$ cat src/rtl/acap_mailbox_pkg.sv
// Shared constants and state encoding for the ACAP BRAM mailbox.
// Fixed BRAM map used by the host/AIE side of the mailbox protocol.
package acap_mailbox_pkg;

  localparam logic [31:0] START_ADDR  = 32'h0000_1004;
  localparam logic [31:0] DONE_ADDR   = 32'h0000_1789;
  localparam logic [31:0] RESULT_BASE = 32'h0000_1800;
  localparam logic [31:0] START_WORD  = 32'hdead_beef;
  localparam logic [31:0] DONE_WORD   = 32'hd01e_cafe;

  typedef enum logic [3:0] {
    S_IDLE,
    S_LOAD,
    S_CLEAR,
    S_KICK,
    S_POLL_RD,
    S_POLL_CHK,
    S_GAP,
    S_DRAIN_RD,
    S_DRAIN_OUT,
    S_FINISH
  } mbx_state_e;

endpackage

$ cat src/rtl/mailbox_poll_timer.sv
// Gap countdown between done-marker polls, plus optional poll-limit
// counter built only when MAILBOX_TIMEOUT_EN is defined.
module mailbox_poll_timer #(
  parameter int POLL_GAP   = 16,
  parameter int POLL_LIMIT = 1000000
) (
  input  logic clk,
  input  logic resetn,
  input  logic i_gap_run,
  input  logic i_poll_fail,
  input  logic i_clear,
  output logic o_gap_done,
  output logic o_last_poll
);

  localparam int GW = $clog2(POLL_GAP + 1);

  logic [GW-1:0] r_gap;

  assign o_gap_done = (r_gap == GW'(POLL_GAP - 1));

  always_ff @(posedge clk) begin
    if (!resetn) begin
      r_gap <= '0;
    end else if (i_gap_run && !o_gap_done) begin
      r_gap <= r_gap + GW'(1);
    end else begin
      r_gap <= '0;
    end
  end

`ifdef MAILBOX_TIMEOUT_EN
  localparam int LW = $clog2(POLL_LIMIT + 1);

  logic [LW-1:0] r_polls;

  assign o_last_poll = (r_polls == LW'(POLL_LIMIT - 1));

  always_ff @(posedge clk) begin
    if (!resetn || i_clear) begin
      r_polls <= '0;
    end else if (i_poll_fail) begin
      r_polls <= r_polls + LW'(1);
    end
  end
`else
  logic w_unused;

  assign w_unused    = i_poll_fail ^ i_clear;
  assign o_last_poll = 1'b0;
`endif

endmodule

$ cat src/rtl/acap_bram_mailbox.sv
// Streams a job into shared BRAM, kicks the consumer, polls for its
// done marker and streams results back. MAILBOX_TIMEOUT_EN bounds polling.
import acap_mailbox_pkg::*;

module acap_bram_mailbox #(
  parameter int IN_WORDS   = 4096,
  parameter int OUT_WORDS  = 2048,
  parameter int POLL_GAP   = 16,
  parameter int POLL_LIMIT = 1000000
) (
  input  logic        clk,
  input  logic        resetn,
  input  logic        start,
  input  logic        in_valid,
  output logic        in_ready,
  input  logic [31:0] in_data,
  output logic        out_valid,
  input  logic        out_ready,
  output logic [31:0] out_data,
  output logic        bram_en,
  output logic [3:0]  bram_we,
  output logic [31:0] bram_addr,
  output logic [31:0] bram_wdata,
  input  logic [31:0] bram_rdata,
  output logic        busy,
  output logic        done,
  output logic        timeout_err
);

  localparam int CW = $clog2(IN_WORDS + 1);
  localparam int IW = $clog2(OUT_WORDS + 1);

  mbx_state_e    r_state;
  mbx_state_e    w_nxt;
  logic [CW-1:0] r_cnt;
  logic [IW-1:0] r_idx;
  logic          r_first;
  logic [31:0]   r_data;
  logic          w_fail;
  logic          w_gap_done;
  logic          w_last_poll;
  logic          w_kick_job;
  logic          w_in_last;
  logic          w_out_last;

  assign w_kick_job = (r_state == S_IDLE) && start;
  assign w_in_last  = (r_cnt == CW'(IN_WORDS - 1));
  assign w_out_last = (r_idx == IW'(OUT_WORDS - 1));
  assign busy       = (r_state != S_IDLE);
  // The read word is live on bram_rdata for one cycle only, then held.
  assign out_data   = r_first ? bram_rdata : r_data;

  mailbox_poll_timer #(
    .POLL_GAP   (POLL_GAP),
    .POLL_LIMIT (POLL_LIMIT)
  ) u_timer (
    .clk         (clk),
    .resetn      (resetn),
    .i_gap_run   (r_state == S_GAP),
    .i_poll_fail (w_fail),
    .i_clear     (w_kick_job || (r_state == S_FINISH)),
    .o_gap_done  (w_gap_done),
    .o_last_poll (w_last_poll)
  );

  always_comb begin
    w_nxt      = r_state;
    in_ready   = 1'b0;
    out_valid  = 1'b0;
    bram_en    = 1'b0;
    bram_we    = 4'b0000;
    bram_addr  = 32'h0;
    bram_wdata = 32'h0;
    done       = 1'b0;
    w_fail     = 1'b0;
    unique case (r_state)
      S_IDLE: if (start) w_nxt = S_LOAD;
      S_LOAD: begin
        in_ready = 1'b1;
        if (in_valid) begin
          bram_en    = 1'b1;
          bram_we    = 4'b1111;
          bram_addr  = 32'(r_cnt);
          bram_wdata = in_data;
          if (w_in_last) w_nxt = S_CLEAR;
        end
      end
      S_CLEAR: begin
        bram_en   = 1'b1;
        bram_we   = 4'b1111;
        bram_addr = DONE_ADDR;
        w_nxt     = S_KICK;
      end
      S_KICK: begin
        bram_en    = 1'b1;
        bram_we    = 4'b1111;
        bram_addr  = START_ADDR;
        bram_wdata = START_WORD;
        w_nxt      = S_POLL_RD;
      end
      S_POLL_RD: begin
        bram_en   = 1'b1;
        bram_addr = DONE_ADDR;
        w_nxt     = S_POLL_CHK;
      end
      S_POLL_CHK: begin
        if (bram_rdata == DONE_WORD) begin
          w_nxt = S_DRAIN_RD;
        end else begin
          w_fail = 1'b1;
          w_nxt  = w_last_poll ? S_FINISH : S_GAP;
        end
      end
      S_GAP: if (w_gap_done) w_nxt = S_POLL_RD;
      S_DRAIN_RD: begin
        bram_en   = 1'b1;
        bram_addr = RESULT_BASE + 32'(r_idx);
        w_nxt     = S_DRAIN_OUT;
      end
      S_DRAIN_OUT: begin
        out_valid = 1'b1;
        if (out_ready) w_nxt = w_out_last ? S_FINISH : S_DRAIN_RD;
      end
      S_FINISH: begin
        done  = 1'b1;
        w_nxt = S_IDLE;
      end
      default: w_nxt = S_IDLE;
    endcase
  end

  always_ff @(posedge clk) begin
    if (!resetn) begin
      r_state <= S_IDLE;
      r_cnt   <= '0;
      r_idx   <= '0;
      r_first <= 1'b0;
      r_data  <= 32'h0;
    end else begin
      r_state <= w_nxt;
      r_first <= (r_state == S_DRAIN_RD);
      if (r_first) r_data <= bram_rdata;
      if (r_state == S_LOAD && in_valid) begin
        r_cnt <= w_in_last ? '0 : r_cnt + CW'(1);
      end
      if (r_state == S_DRAIN_OUT && out_ready) begin
        r_idx <= w_out_last ? '0 : r_idx + IW'(1);
      end
      if (r_state == S_FINISH) begin
        r_cnt <= '0;
        r_idx <= '0;
      end
    end
  end

`ifdef MAILBOX_TIMEOUT_EN
  logic r_tout;

  assign timeout_err = r_tout;

  always_ff @(posedge clk) begin
    if (!resetn || w_kick_job) begin
      r_tout <= 1'b0;
    end else if (w_fail && w_last_poll) begin
      r_tout <= 1'b1;
    end
  end
`else
  assign timeout_err = 1'b0;
`endif

endmodule

$ cat config.mk
export PLATFORM = sky130hd
export DESIGN_NAME = acap_bram_mailbox
export DESIGN_NICKNAME = d
export VERILOG_FILES = /design/src/rtl/acap_mailbox_pkg.sv /design/src/rtl/mailbox_poll_timer.sv /design/src/rtl/acap_bram_mailbox.sv
export SDC_FILE = /design/constraint.sdc
export NUM_CORES = 1
export LEC_CHECK = 0
export ABC_CLOCK_PERIOD_IN_PS = 3400
export BUFFER_PORTS_ARGS = -buffer_cell sky130_fd_sc_hd__buf_2
export CELL_PAD_IN_SITES_DETAIL_PLACEMENT = 1
export CELL_PAD_IN_SITES_GLOBAL_PLACEMENT = 1
export CORE_UTILIZATION = 35
export DETAILED_ROUTE_END_ITERATION = 12
export PLACE_DENSITY_LB_ADDON = 0.1
export SETUP_SLACK_MARGIN = 0.3
export SLEW_MARGIN = 20
export SYNTH_ARGS = -nofsm -noshare
export SYNTH_HDL_FRONTEND = slang
export SYNTH_SLANG_ARGS = --single-unit
export TNS_END_PERCENT = 50
$ cat constraint.sdc
create_clock -name clk -period 3.4 [get_ports clk]
set_input_delay 0.51 -clock clk [delete_from_list [all_inputs] [get_ports clk]]
set_output_delay 0.51 -clock clk [all_outputs]
set_load 0.01 [all_outputs]
==> results of run 1 <==
-- worst paths after layout --
| kind | endpoint | cells after the start | start |
|---|---|---|---|
| setup / recovery | bram_addr[4] | 5 | r_state[2] |
| hold / removal | u_timer.r_gap[0] | 1 | u_timer.r_gap[0] |
| setup reg to reg | r_cnt[2] | 5 | r_state[2] |
| hold reg to reg | u_timer.r_gap[0] | 1 | u_timer.r_gap[0] |
-- registers in the layout, indices dropped and copies added (netlist names) --
signal	cells
r_data	32
r_first	1
r_cnt	13
r_idx	12
u_timer.r_gap	5
r_state	4
-- final cells by class --
class | instances | area share
multi-input combinational | 304 | 0.449
sequential | 67 | 0.291
timing repair buffer | 160 | 0.176
tap | 133 | 0.0361
clock buffer | 10 | 0.0276
clock inverter | 6 | 0.0144
inverter | 7 | 0.00596
-- layout by cell type, fill, tap and decap left out, types with 4 or more instances in the layout --
master and count:
nor3_1 7, o21ai_0 8, nor2_1 24, clkbuf_8 9, or3_1 6, xor2_1 9
a21o_1 25, nand2_1 21, conb_1 19, ha_1 4, a22o_1 4, nor4_1 7
a221o_1 6, and3_1 12, nand3_1 10, xnor2_1 7, inv_1 6, nand4_1 11
nand2b_1 4, buf_4 5, dfxtp_1 66, mux2_2 32, buf_2 155, a21oi_1 14
and2_1 34
-- power by group through the flow --
stage | registers (mW) | logic (mW) | clock network, mW
2_1_floorplan | 0.811 | 0.190 | 0
3_3_place_gp | 0.820 | 0.274 | 0
3_5_place_dp | 0.821 | 0.277 | 0
4_1_cts | 0.803 | 0.278 | 0.684
5_1_grt | 0.806 | 0.302 | 0.719
6_report | 0.803 | 0.276 | 0.660
-- worst max-delay path, delay by kind of cell (launching register included) --
kind / cells / cell delay, ns
buffers and inverters: 2 / 0.49
flip-flops: 1 / 0.45
AO/OA/AOI/OAI: 1 / 0.22
AND/OR/NAND/NOR: 2 / 0.88
-- metal layers --
layer  GRT usage  vias to the layer above  share of wire
met5           0                        -              0
met4      0.0745                        0          0.016
met3      0.0689                       14          0.086
met2       0.342                      145           0.48
met1       0.213                     1637           0.42
li1            -                     1689              -
-- cell families (layout without fill, tap and decap cells) --
| logic type | count (synthesis) | count (layout) |
|---|---|---|
| AO/OA/AOI/OAI | 69 | 69 |
| XOR/XNOR | 16 | 16 |
| adder cells (fa/ha/maj) | 4 | 4 |
| buffers and inverters | 55 | 183 |
| flip-flops | 67 | 67 |
| multiplexers | 33 | 33 |
| other | 1 | 19 |
| AND/OR/NAND/NOR | 163 | 163 |
-- through the flow --
step	utilization	instance area [sq um]	instances
2_1_floorplan	-	3710	426
6_report	0.464	4620	687
3_3_place_gp	0.444	4420	671
4_1_cts	0.464	4610	687
5_1_grt	0.464	4620	687
3_5_place_dp	0.444	4420	671
==> impl_metrics.json, run 1 <==
{
  "cts-htree-levels": 3,
  "antenna_found_initial": 0,
  "fin_crit_ns": 2.90,
  "overflow": 0,
  "yosys.area_share.xor_xnor": 0.0384,
  "synth_top_family_by_area": "simple AND/OR/NAND/NOR gates",
  "peakVddDrop_v": 0.000210,
  "fp.coreArea_sq_um": 9950,
  "min_path_type": "reg -> reg",
  "hold_buffers": 0,
  "yosys-top-cells-area": "dfxtp_1 (37%), mux2_2 (9.9%), and2_1 (5.8%), a21o_1 (5.1%), buf_4 (4.7%)",
  "ys_seq_elements": 67,
  "period_share": 0.854,
  "path_clk_slew_ns": 0.07,
  "async_reset_ff_frac": 0,
  "drive_gt1_frac": 0.394,
  "grt_pass1_wl_mm": 16.9,
  "critPathLaunchType": "flop",
  "cp_max_fo": 38,
  "outcome": "finished, final reports clean",
  "grt.total_usage": 0.194,
  "synthSimpleGateAreaFrac": 0.259,
  "ys_warn_count": 0,
  "fin_nets": 622,
  "critPathSlowestCell": "or4b_1",
  "hold_slack_ns": 0.458,
  "p_leak_nw": 2.37,
  "syn_inst": 408,
  "routed_wl_mm": 10.5,
  "dieWidth_um": 104,
  "nFillCells": 1226,
  "post_cts_resized": 0,
  "route.detailed.drc": 0,
  "synthMuxAreaShare": 0.102,
  "drt-vias-per-instance": 5.07,
  "cp_data_required_time_ns": 2.89,
  "combPwrFrac": 0.159,
  "io_pins": 175,
  "clockBufferDepth": 2,
  "synth_common_cells": "dfxtp_1 (67), and2_1 (34), mux2_2 (32)",
  "synth_compound_gate_area_share": 0.133,
  "synthFlopType": "dfxtp_1",
  "cts_sinks": 67,
  "finClkSkew_ns": 0.00816,
  "p_sw_mw": 0.494,
  "via_count": 3485,
  "critPathKind": "reg -> out",
  "p_total_mw": 1.74,
  "initial_core_util": 0.366,
  "seqPwrFrac": 0.462,
  "ys_types": 50,
  "fp.dieH_um": 104,
  "cp_cell_sequence": "or4b_1, nor2_2, buf_4, a22o_1, buf_2",
  "n_antenna_cell": 0,
  "post_cts_buffers": 0,
  "cts_buffers": 9,
  "clockPowerShare": 0.380,
  "regArea_sq_um": 1340,
  "cts_tree": "yes",
  "max_cap_violations": 0,
  "design.die.area_sq_um": 10800,
  "synth_adder_area_share": 0.0137,
  "synth_area_leader_cell": "dfxtp_1",
  "ant_nets": 0,
  "tightestPinTransition_ns": 0.865,
  "p_int_mw": 1.25,
  "cp_data_arrival_time_ns": 2.39,
  "rsz0062_at_grt": "false",
  "wl_per_cell_um": 15.3,
  "netlist.area_leader.share": 0.368,
  "setup_viol": 0,
  "synth_most_common_cell": "dfxtp_1",
  "rows": 36,
  "place_congestion": 0.786,
  "max_freq_ghz": 0.344,
  "final.setup.tns_ns": 0,
  "synth_area_per_cell_sq_um": 8.94,
  "multi_input_area_sq_um": 2070,
  "grt_pass1_vias": 3517,
  "pre_cts_ws_ns": 0.847,
  "worst_slack_ns": 0.496,
  "r2r_slack_ns": 1.09,
  "swShare": 0.284,
  "clock_latency_ns": 0.34,
  "netlist_area_sq_um": 3650,
  "max-slew-margin-rel": 0.421,
  "drt_iter0_markers": 119,
  "p_per_area_nw_per_um2": 377,
  "port_buffers": 155,
  "cts-root-buf": "clkbuf_8",
  "area_growth_pct": 26.6,
  "yosysSeqAreaShare": 0.368,
  "slowest_delay_ns": 0.75,
  "drv_slew": 0,
  "grt_max_degree": 39,
  "synth-edff-count": 0,
  "end_kind": "primary output",
  "dp_hpwl_mm": 8.05,
  "finalHoldViolations": 0,
  "first_pass_iters": 4
}
Note: power is estimated with default switching activity, not from simulation.
==> run 2: changes to the inputs <==
CELL_PAD_IN_SITES_DETAIL_PLACEMENT = default   (was 1)
CELL_PAD_IN_SITES_GLOBAL_PLACEMENT = default   (was 1)
PLACE_DENSITY_LB_ADDON = default   (was 0.1)
==> run 2 against run 1 <==
Critical path depth unchanged. Sequential share of layout area down 0.16 points. Final cell count rose by 0.15%. Register-to-register slack better by 0.05 ns. Count of clock-buffer cells in the layout up 1. Cell area up 0.57%. Die area unchanged. Clock power up 4.7%. Critical endpoint is now bram_addr[2]. Largest power group unchanged.
==> impl_metrics.json, run 2 (synthesis results as in run 1) <==
{
  "reg2reg_depth": 5,
  "biggestRegsByFlops": "r_data (32), r_cnt (13), r_idx (12)",
  "dp.cells": 672,
  "r2r_slack_ns": 1.14,
  "final_common_cell": "buf_2",
  "fin_crit_ns": 2.88,
  "p_sw_mw": 0.484,
  "fp.dieH_um": 104,
  "critPathLaunchType": "flop",
  "n_antenna_cell": 0,
  "cts-htree-levels": 3,
  "cts_sinks": 67,
  "ant_nets": 0,
  "drt-vias-per-instance": 5.02,
  "seqPwrFrac": 0.453,
  "drt_iter0_markers": 115,
  "clock_latency_ns": 0.34,
  "io_pins": 175,
  "cts_tree": "yes",
  "cts_buffers": 9,
  "p_per_area_nw_per_um2": 382,
  "first_pass_iters": 5,
  "dp_hpwl_mm": 7.35,
  "final_cells": 688,
  "cp_max_fo": 38,
  "regMostFlops": "r_data",
  "routed_wl_mm": 9.67,
  "max_freq_ghz": 0.347,
  "max_cap_violations": 0,
  "crit_family": "simple AND/OR/NAND/NOR gates",
  "route.detailed.drc": 0,
  "drv_slew": 0,
  "grt_pass1_vias": 3266,
  "p_leak_nw": 2.38,
  "critPathKind": "reg -> out",
  "rows": 36,
  "holdPathStages": 1,
  "area_growth_pct": 27.3,
  "swShare": 0.273,
  "tightestPinTransition_ns": 0.860,
  "min_from": "u_timer.r_gap[0]",
  "grt.total_usage": 0.179,
  "hold_end": "u_timer.r_gap[0]",
  "finClkSkew_ns": 0.00625,
  "rsz0062_at_grt": "false",
  "via_count": 3452,
  "grt_max_degree": 39,
  "nFillCells": 940,
  "cp_data_arrival_time_ns": 2.37,
  "worst_slack_ns": 0.521,
  "overflow": 0,
  "clockBufferDepth": 2,
  "p_int_mw": 1.29,
  "hold_buffers": 0,
  "hold_slack_ns": 0.449,
  "fin_nets": 623,
  "critPathSlowestCell": "or4b_1",
  "end_kind": "primary output",
  "r2r_start": "r_state[2]",
  "rr_endpoint": "r_cnt[3]",
  "final.setup.tns_ns": 0,
  "slowest_delay_ns": 0.74,
  "post-route-util": 0.466,
  "period_share": 0.847,
  "drive_gt1_frac": 0.396,
  "mostFrequentLayoutCells": "buf_2 (155), dfxtp_1 (66), and2_1 (34), mux2_2 (32), a21o_1 (25)",
  "initial_core_util": 0.366,
  "clockPowerShare": 0.390,
  "largest_register_ffs": 32,
  "max-slew-margin-rel": 0.424,
  "grt_pass1_wl_mm": 15.6,
  "dieWidth_um": 104,
  "antenna_found_initial": 0,
  "finalHoldViolations": 0,
  "setup_viol": 0,
  "wl_per_cell_um": 14.0,
  "min_path_type": "reg -> reg",
  "fp.coreArea_sq_um": 9950,
  "outcome": "finished, final reports clean",
  "cp_data_required_time_ns": 2.89,
  "worstPathBufferInverterCount": 2,
  "design.die.area_sq_um": 10800,
  "pre_cts_ws_ns": 0.858,
  "peakVddDrop_v": 0.000223,
  "cp_cell_sequence": "or4b_1, nor2_2, buf_4, a221o_1, buf_2",
  "combPwrFrac": 0.156,
  "port_buffers": 155,
  "place_congestion": 0.795,
  "path_clk_slew_ns": 0.08,
  "cts-root-buf": "clkbuf_8"
}
==> run 2: cell count changes in the layout (fill, tap and decap cells not counted), sizes merged <==
cell,previous run,this run
clkinv,3,2
clkbuf,10,11
buf,160,161
==> run 2: what timing repair did <==
item	in CTS	in global routing
buffers inserted	0	0
endpoints found under the setup margin	0	1
gates resized for setup	0	1
==> run 2: area by class of cell <==
type                       count  area (sq um)  area share
tap                          133           166      0.0358
inverter                       7          27.5     0.00593
clock buffer                  11           151      0.0326
timing repair buffer         161           821       0.177
multi-input combinational    304          2070       0.446
clock inverter                 5          61.3      0.0132
sequential                    67          1340       0.289
==> run 2: per-stage QoR <==
| stage | instance area [sq um] | total power, mW |
|---|---|---|
| 3_3_place_gp | 4430 | 1.10 |
| 2_1_floorplan | 3710 | 1.00 |
| 5_1_grt | 4640 | 1.86 |
| 6_report | 4640 | 1.77 |
| 4_1_cts | 4640 | 1.79 |
| 3_5_place_dp | 4430 | 1.10 |
==> run 2: how the worst max path moves through the flow <==
stage / from / end / slack, ns / cells after the start
2_1_floorplan: r_state[3] / bram_wdata[0] / 1.25 / 5
3_3_place_gp: r_state[0] / bram_addr[2] / 0.95 / 5
3_5_place_dp: r_state[0] / bram_addr[0] / 0.86 / 5
4_1_cts: r_state[0] / bram_addr[0] / 0.48 / 5
5_1_grt: r_state[2] / bram_addr[2] / 0.35 / 5
6_report: r_state[2] / bram_addr[2] / 0.52 / 5
==> run 2: per-layer routing <==
metal	part of all wire	global-route usage	wire, um	vias to the layer above
li1	-	-	-	1690
met1	0.44	0.211	4210	1584
met2	0.47	0.302	4550	168
met3	0.077	0.0489	745	10
met4	0.017	0.0796	161	0
met5	0	0	0	-
==> run 2: power groups by stage <==
| stage | logic (mW) | registers [mW] | clock network [mW] |
|---|---|---|---|
| finish | 0.277 | 0.803 | 0.691 |
| global route | 0.301 | 0.805 | 0.754 |
| CTS | 0.278 | 0.802 | 0.711 |
| detailed placement | 0.277 | 0.820 | 0 |
| global placement | 0.276 | 0.819 | 0 |
| floorplan | 0.190 | 0.811 | 0 |
